===== src/rtl/shared_buf_pkg.sv =====
// Shared definitions for the shared-buffer arbiter.
//   state_e : buffer occupancy state (EMPTY=0, FULL=1)
//   XFER_W  : width of the completed-handshake counter
//   src_w() : width of a requester index, never less than 1 bit
package shared_buf_pkg;

  typedef enum logic {
    EMPTY = 1'b0,
    FULL  = 1'b1
  } state_e;

  localparam int XFER_W = 8;

  function automatic int src_w(input int n);
    return (n > 2) ? $clog2(n) : 1;
  endfunction

endpackage


===== src/rtl/shared_buf_arbiter_rr.sv =====
// rr_arbiter: combinational round-robin pick.
// Ports:
//   req  [N_REQ-1:0] : candidate requesters
//   ptr  [SRC_W-1:0] : index holding highest priority this cycle
//   en               : allow a grant at all
//   gnt  [N_REQ-1:0] : one-hot grant (all-zero if en=0 or no request)
//   idx  [SRC_W-1:0] : index of the granted requester (0 when no grant)
module rr_arbiter
  import shared_buf_pkg::*;
#(
  parameter  int N_REQ = 4,
  localparam int SRC_W = src_w(N_REQ)
) (
  input  logic [N_REQ-1:0] req,
  input  logic [SRC_W-1:0] ptr,
  input  logic             en,
  output logic [N_REQ-1:0] gnt,
  output logic [SRC_W-1:0] idx
);

  logic found;
  int   cand;

  // Scan from ptr upward, wrapping; first valid requester wins.
  always_comb begin
    gnt   = '0;
    idx   = '0;
    found = 1'b0;
    cand  = 0;
    if (en) begin
      for (int k = 0; k < N_REQ; k++) begin
        cand = (int'(ptr) + k) % N_REQ;
        if (!found && req[cand]) begin
          gnt[cand] = 1'b1;
          idx       = SRC_W'(cand);
          found     = 1'b1;
        end
      end
    end
  end

endmodule


===== src/rtl/shared_buf_arbiter.sv =====
// shared_buf_arbiter: one WIDTH-bit buffer register shared by N_REQ requesters.
// A round-robin arbiter loads a requester's word into the buffer; the buffer
// is drained by a single consumer with a valid/ready handshake.
// Optional feature macro: BUF_TIMEOUT_EN -- discard a word held FULL for
// TIMEOUT cycles without out_ready (pulses drop). Undefined: word held forever.
// Ports:
//   clk, rst                   : clock, synchronous active-high reset
//   req_valid [N_REQ-1:0]      : per-requester word valid
//   req_data  [N_REQ*WIDTH-1:0]: packed words, requester i at [i*WIDTH +: WIDTH]
//   req_ready [N_REQ-1:0]      : one-hot combinational grant
//   out_valid                  : buffer holds a word
//   out_data  [WIDTH-1:0]      : buffered word
//   out_src   [SRC_W-1:0]      : requester that supplied out_data
//   out_ready                  : consumer accepts out_data
//   xfer_cnt  [7:0]            : completed consumer handshakes, wrapping
//   drop                       : one-cycle pulse when a buffered word is discarded
module shared_buf_arbiter
  import shared_buf_pkg::*;
#(
  parameter  int N_REQ   = 4,
  parameter  int WIDTH   = 4,
  parameter  int TIMEOUT = 15,
  localparam int SRC_W   = src_w(N_REQ)
) (
  input  logic                   clk,
  input  logic                   rst,
  input  logic [N_REQ-1:0]       req_valid,
  input  logic [N_REQ*WIDTH-1:0] req_data,
  output logic [N_REQ-1:0]       req_ready,
  output logic                   out_valid,
  output logic [WIDTH-1:0]       out_data,
  output logic [SRC_W-1:0]       out_src,
  input  logic                   out_ready,
  output logic [XFER_W-1:0]      xfer_cnt,
  output logic                   drop
);

  state_e            state_q, state_d;
  logic [WIDTH-1:0]  data_q,  data_d;
  logic [SRC_W-1:0]  src_q,   src_d;
  logic [SRC_W-1:0]  ptr_q,   ptr_d;
  logic [XFER_W-1:0] xfer_q,  xfer_d;

  logic [N_REQ-1:0]  gnt;
  logic [SRC_W-1:0]  win;
  logic              can_load;
  logic              grant;
  logic              timeout_hit;

  // A load is possible when empty, or when the current word drains this cycle.
  // Reset suppresses all grants.
  assign can_load = !rst && ((state_q == EMPTY) || out_ready);

  rr_arbiter #(.N_REQ(N_REQ)) u_arb (
    .req (req_valid),
    .ptr (ptr_q),
    .en  (can_load),
    .gnt (gnt),
    .idx (win)
  );

  assign grant     = |gnt;
  assign req_ready = gnt;

`ifdef BUF_TIMEOUT_EN
  localparam int TW = $clog2(TIMEOUT + 1);
  logic [TW-1:0] wait_q, wait_d;

  // Discard only while the consumer is stalled, so a late out_ready in the
  // final cycle still completes a normal handshake.
  assign timeout_hit = !rst && (state_q == FULL) && !out_ready &&
                       (wait_q == TW'(TIMEOUT));

  always_comb begin
    wait_d = wait_q;
    if (grant || out_ready || timeout_hit || (state_q == EMPTY))
      wait_d = '0;
    else
      wait_d = wait_q + TW'(1);
  end

  always_ff @(posedge clk) begin
    if (rst) wait_q <= '0;
    else     wait_q <= wait_d;
  end
`else
  assign timeout_hit = 1'b0;
`endif

  always_comb begin
    state_d = state_q;
    data_d  = data_q;
    src_d   = src_q;
    ptr_d   = ptr_q;
    xfer_d  = xfer_q;
    if ((state_q == FULL) && out_ready)
      xfer_d = xfer_q + XFER_W'(1);
    if (grant) begin
      data_d  = req_data[int'(win)*WIDTH +: WIDTH];
      src_d   = win;
      ptr_d   = (int'(win) == N_REQ - 1) ? '0 : win + SRC_W'(1);
      state_d = FULL;
    end else if ((state_q == FULL) && (out_ready || timeout_hit)) begin
      // Drained or discarded with nothing to reload; data/src keep last value.
      state_d = EMPTY;
    end
  end

  always_ff @(posedge clk) begin
    if (rst) begin
      state_q <= EMPTY;
      data_q  <= '0;
      src_q   <= '0;
      ptr_q   <= '0;
      xfer_q  <= '0;
    end else begin
      state_q <= state_d;
      data_q  <= data_d;
      src_q   <= src_d;
      ptr_q   <= ptr_d;
      xfer_q  <= xfer_d;
    end
  end

  assign out_valid = (state_q == FULL);
  assign out_data  = data_q;
  assign out_src   = src_q;
  assign xfer_cnt  = xfer_q;
  assign drop      = timeout_hit;

endmodule


===== config.mk =====
export PLATFORM = sky130hd
export DESIGN_NAME = shared_buf_arbiter
export DESIGN_NICKNAME = d
export VERILOG_FILES = /design/src/rtl/shared_buf_pkg.sv /design/src/rtl/shared_buf_arbiter_rr.sv /design/src/rtl/shared_buf_arbiter.sv
export SDC_FILE = /design/constraint.sdc
export NUM_CORES = 1
export LEC_CHECK = 0
export CELL_PAD_IN_SITES_DETAIL_PLACEMENT = 0
export CELL_PAD_IN_SITES_GLOBAL_PLACEMENT = 1
export CORE_AREA = 4 4 67 69
export DETAILED_ROUTE_END_ITERATION = 10
export DIE_AREA = 0 0 71 73
export PLACE_DENSITY_LB_ADDON = 0.1
export SKIP_CTS_REPAIR_TIMING = 1
export SLEW_MARGIN = 20
export SYNTH_ARGS = -nofsm -noshare
export SYNTH_HDL_FRONTEND = slang
export SYNTH_HIERARCHICAL = 1
export SYNTH_SLANG_ARGS = --single-unit

===== constraint.sdc =====
create_clock -name clk -period 10.4 [get_ports clk]
set_input_delay 2.6 -clock clk [delete_from_list [all_inputs] [get_ports clk]]
set_output_delay 2.6 -clock clk [all_outputs]
set_load 0.01 [all_outputs]

==> impl_metrics.toml, run 1 <==
[cts]
htree_levels = 1
cts_inserted_buffers = 3
clock_sinks = 17
clk_latency_ns = 0.25
path_clk_slew_ns = 0.06
clockRootBuffer = "clkbuf_8"
tritoncts = "done"
clock_path_buffers = 2

[synthesis]
yosys-top-cells-area = "dfxtp_1 25%, ha_1 8.3%, nand2_1 7.7%"
synth_top_flop_cell = "dfxtp_1"
syn_area_per_cell_um2 = 8.27
ys_seq_area_share_pct = 25.0
syn_nets = 197
synth_top_area_share_pct = 25.0
synth_cell_types = 43
yosys_warnings = 6
synth_area_um2 = 1360
synth_cells = 165
synth_seq_cells = 17
synth_area_leader_cell = "dfxtp_1"
postSynth.asyncResetShare_pct = 0
synth_edf_count = 0

[layout]
final_layout_size_suffix_gt1_share_pct = 10.9
finalNetCount = 234
final_common_cell = "clkdlybuf4s50_1"
insertedDiodeCount = 0
syn_to_final_growth_pct = 35.0
final_cell_mix = "41 x clkdlybuf4s50_1, 28 x nand2_1, 17 x dfxtp_1"

[timing]
setup_ws_ns = 2.68
hold_ws_ns = 0.457
tightest_slew_ns = 0.878
fin_crit_sh_pct = 74.2
skew_ns = 0.00368
clock.fmax_ghz = 0.130
setup_viol = 0
rsz0062_at_grt = "no"
hold_viol = 0
maxSlewHeadroom_pct = 41.0
fin_setup_tns_ns = 0
post-route-min-period_ns = 7.72
drv_slew = 0

[detailed_routing]
num_vias = 1349
drc = 0
drt_iter0_drc = 72
viasPerCell = 5.37
drtAntennaViolNets = 0
wl_per_cell_um = 13.7
routed.top_layer = "met4"
wl_met1_um = 1620
met2WireLength_um = 1600
drt-total-wl_um = 3440
dr.pass1.iters = 4
dr_wl_met3_um = 194

[power]
power_density_nw_per_um2 = 210
p_leak_nw = 0.654
ir_drop_v = 0.000105

[die]
core-area_um2 = 3910
die_x_um = 71
initial_core_util_pct = 34.8
die_h_um = 73
rows = 23
io_pins = 43
die_area_um2 = 5180

[placement]
pre_cts_slack_ns = 2.69
dp_hpwl_um = 2630
io_buffers = 41
place_congestion = 0.861

[grt]
antenna_found_initial = 0
grt-ovfl-total = 0
grt_pass1_vias = 1220
grt_pass1_wl_um = 5740
grt_max_degree = 19
grt_usage_pct = 13.4

[job]
drv_cap = 0

[hold_path]
hold_class = "flop to flop"

[run_status]
status = "complete, no violations"

[worst_setup_path]
worstPathArrival_ns = 5.12
path_max_fanout = 7
crit_type = "primary input to primary output"
critPathRequiredTime_ns = 7.80
start_kind = "primary input"
end_kind = "primary output"
[per-stage QoR]
stage                     instance area (µm²)  total power [W]  std cells  utilization (%)
after global routing                     1840         0.000421        251             47.1
final                                    1840         0.000387        251             47.1
after floorplan                          1360         0.000263        165                -
after CTS                                1840         0.000389        251             47.1
after detailed placement                 1800         0.000338        247             45.9
after global placement                   1800         0.000339        247             45.9
[cells in the mapped netlist, drive strengths merged, types with 3 or more instances]
master / n
dfxtp: 17
o21ai: 7
or3: 4
buf: 5
nand2b: 5
mux2i: 4
nand2: 29
ha: 9
mux2: 3
clkbuf: 4
o22ai: 8
nor2: 4
inv: 4
a21oi: 16
mux4: 4
and3: 8
nand3: 6
or4: 3
a2111oi: 5
[routing by layer]
metal  GRT usage (%)  vias up
li1                -      685
met1            18.0      620
met2            21.4       40
met3            2.89        4
met4            4.18        0
met5               0        -
[power by group]
group / switching [W] / leakage, nW / total [W] / internal [W]
Combinational: 0.000121 / 0.489 / 0.000232 / 0.000111
Clock: 0.0000228 / 0.0255 / 0.0000494 / 0.0000266
Sequential: 0.0000248 / 0.139 / 0.000106 / 0.0000807
[area by class of cell]
cell class,instances,area (µm²)
Sequential cell,17,340
Inverter,4,15.0
Tap cell,50,62.6
Timing Repair Buffer,41,410
Clock buffer,3,41.3
Multi-Input combinational cell,135,967
Fill cell,402,2070
Clock inverter,1,5.00
[sequential cells by signal, indices dropped and copies added (netlist names)]
register / flops
out_valid: 1
ptr_q: 2
out_data: 4
xfer_cnt: 8
out_src: 2
[worst max-delay path, cell delays in order]
cell and delay (ns):
clkdlybuf4s50_1 0.53, mux2i_1 0.52, o22ai_1 0.14, a2111oi_0 0.58, o22ai_1 0.23, clkdlybuf4s50_1 0.52
[logic make-up (layout without fill, tap and decap cells)]
family,after synthesis,after routing,share of synthesized area (%)
buffers and inverters,13,49,4.13
adder cells (fa/ha/maj),9,9,8.26
flip-flops,17,17,25.0
multiplexers,11,11,12.6
AO/OA/AOI/OAI,42,42,20.6
AND/OR/NAND/NOR,70,70,28.0
other,1,1,0.275
XOR/XNOR,2,2,1.28
[worst paths after layout]
kind	from	to	slack, ns	depth (start not counted)
worst min-delay path	out_data[3]$_SDFFE_PP0P_	out_data[3]$_SDFFE_PP0P_	0.46	2
worst min register to register	out_data[3]$_SDFFE_PP0P_	out_data[3]$_SDFFE_PP0P_	0.46	2
worst max register to register	ptr_q[0]$_SDFFE_PP0P_	out_data[0]$_SDFFE_PP0P_	6.24	9
worst max-delay path	req_valid[1]	req_ready[3]	2.68	6
Note: power is estimated with default switching activity, not from simulation.
==> run 2: changes to the inputs <==
Settings changed: CORE_AREA 4 4 67 69 to 4 4 70 72, DIE_AREA 0 0 71 73 to 0 0 74 76.
Clock period 10.4 ns to 7.9 ns, I/O delays scaled along.
==> run 2 against run 1 <==
Critical path depth unchanged. Sequential power increased by 30%. Count of clock-buffer cells in the layout unchanged. Combinational power increased by 34%. Cell area increased by 0.27%. Utilization decreased by 4.1 points. Highest routed layer unchanged.
==> impl_metrics.toml, run 2 (synthesized netlist as in run 1, its figures left out) <==
[run_status]
status = "complete, no violations"

[layout]
final_cell_mix = "41 x clkdlybuf4s50_1, 28 x nand2_1, 17 x dfxtp_1"
syn_to_final_growth_pct = 35.4
fin_util_pct = 43.0
largest_reg_flops = 8
insertedDiodeCount = 0
final_common_cell = "clkdlybuf4s50_1"
finalNetCount = 234
final_layout_size_suffix_gt1_share_pct = 10.9

[detailed_routing]
drt_iter0_drc = 84
drtAntennaViolNets = 0
viasPerCell = 5.41
drt-total-wl_um = 3660
dr.pass1.iters = 4
drc = 0
num_vias = 1369
wl_per_cell_um = 14.5

[hold_path]
hold_path_startpoint = "out_data[0]$_SDFFE_PP0P_"
hold_path_end = "out_data[0]$_SDFFE_PP0P_"
hold_class = "flop to flop"
hold_depth = 2

[grt]
grtUsageMet1_pct = 16.9
grt-ovfl-total = 0
grt_usage_pct = 13.1
use_met3_pct = 2.11
antenna_found_initial = 0
grt_pass1_vias = 1312
grt_use_met2_pct = 21.0
top_usage_layer = "met2"
grt_pass1_wl_um = 6020
grt_max_degree = 19

[timing]
tightest_slew_ns = 0.982
fin_crit_sh_pct = 82.2
setup_viol = 0
post-route-min-period_ns = 6.50
hold_ws_ns = 0.453
skew_ns = 0.00288
rsz0062_at_grt = "no"
drv_slew = 0
fin_setup_tns_ns = 0
hold_viol = 0
maxSlewHeadroom_pct = 34.0
clock.fmax_ghz = 0.154

[worst_setup_path]
crit_type = "primary input to primary output"
end_kind = "primary output"
start_kind = "primary input"
reg2reg_slack_ns = 3.67
rr_worst_depth = 9
path_max_fanout = 7
critPathRequiredTime_ns = 5.93
r2r-end = "ptr_q[0]$_SDFFE_PP0P_"
r2r_start = "ptr_q[0]$_SDFFE_PP0P_"
worstPathArrival_ns = 4.52

[die]
die_area_um2 = 5620
core-area_um2 = 4290
rows = 24
initial_core_util_pct = 31.8
die_x_um = 74
io_pins = 43
die_h_um = 76

[cts]
clk_latency_ns = 0.25
clock_sinks = 17
tritoncts = "done"
clockRootBuffer = "clkbuf_8"
htree_levels = 1
cts_inserted_buffers = 3
path_clk_slew_ns = 0.07
clock_path_buffers = 2

[job]
drv_cap = 0

[placement]
io_buffers = 41
place_congestion = 0.824
dp_hpwl_um = 2770

[power]
p_leak_nw = 0.650
ir_drop_v = 0.000114
power_density_nw_per_um2 = 280
## run 2: report_power, final
part	internal [W]	switching (W)
clock network	0.0000355	0.0000303
registers	0.000106	0.0000323
logic	0.000146	0.000166
## run 2: layout make-up
cell class | instances | area [µm²]
multi-input cells | 135 | 967
well taps | 52 | 65.1
clock inverters | 1 | 7.51
fillers | 427 | 2450
clock buffers | 3 | 41.3
repair buffers | 41 | 410
flip-flops and latches | 17 | 340
inverters | 4 | 15.0
## run 2: metal layers
layer / wire, µm / up-vias
met2: 1820 / 38
met3: 117 / 6
met5: 0 / -
met4: 80 / 0
li1: - / 687
met1: 1640 / 638
## run 2: how the worst max path moves through the flow
| stage | start | to | slack, ns |
|---|---|---|---|
| 2_1_floorplan | req_valid[2] | req_ready[0] | 2.82 |
| 3_3_place_gp | req_valid[1] | req_ready[3] | 1.48 |
| 3_5_place_dp | req_valid[1] | req_ready[3] | 1.43 |
| 4_1_cts | req_valid[1] | req_ready[3] | 1.43 |
| 5_1_grt | req_valid[1] | req_ready[3] | 1.21 |
| 6_report | req_valid[1] | req_ready[3] | 1.40 |
## run 2: worst max-delay path, stage by stage
cell,delay [ns]
clkdlybuf4s50_1,0.53
mux2i_1,0.55
o22ai_1,0.14
a2111oi_0,0.57
o22ai_1,0.23
clkdlybuf4s50_1,0.52
## run 2: per-stage QoR
step           worst slack, ns  cell area (µm²)  instances  total power (W)
2_1_floorplan             2.82             1360        165         0.000346
3_3_place_gp              1.48             1800        249         0.000449
3_5_place_dp              1.43             1800        249         0.000452
4_1_cts                   1.43             1850        253         0.000522
5_1_grt                   1.21             1850        253         0.000557
6_report                  1.40             1850        253         0.000516
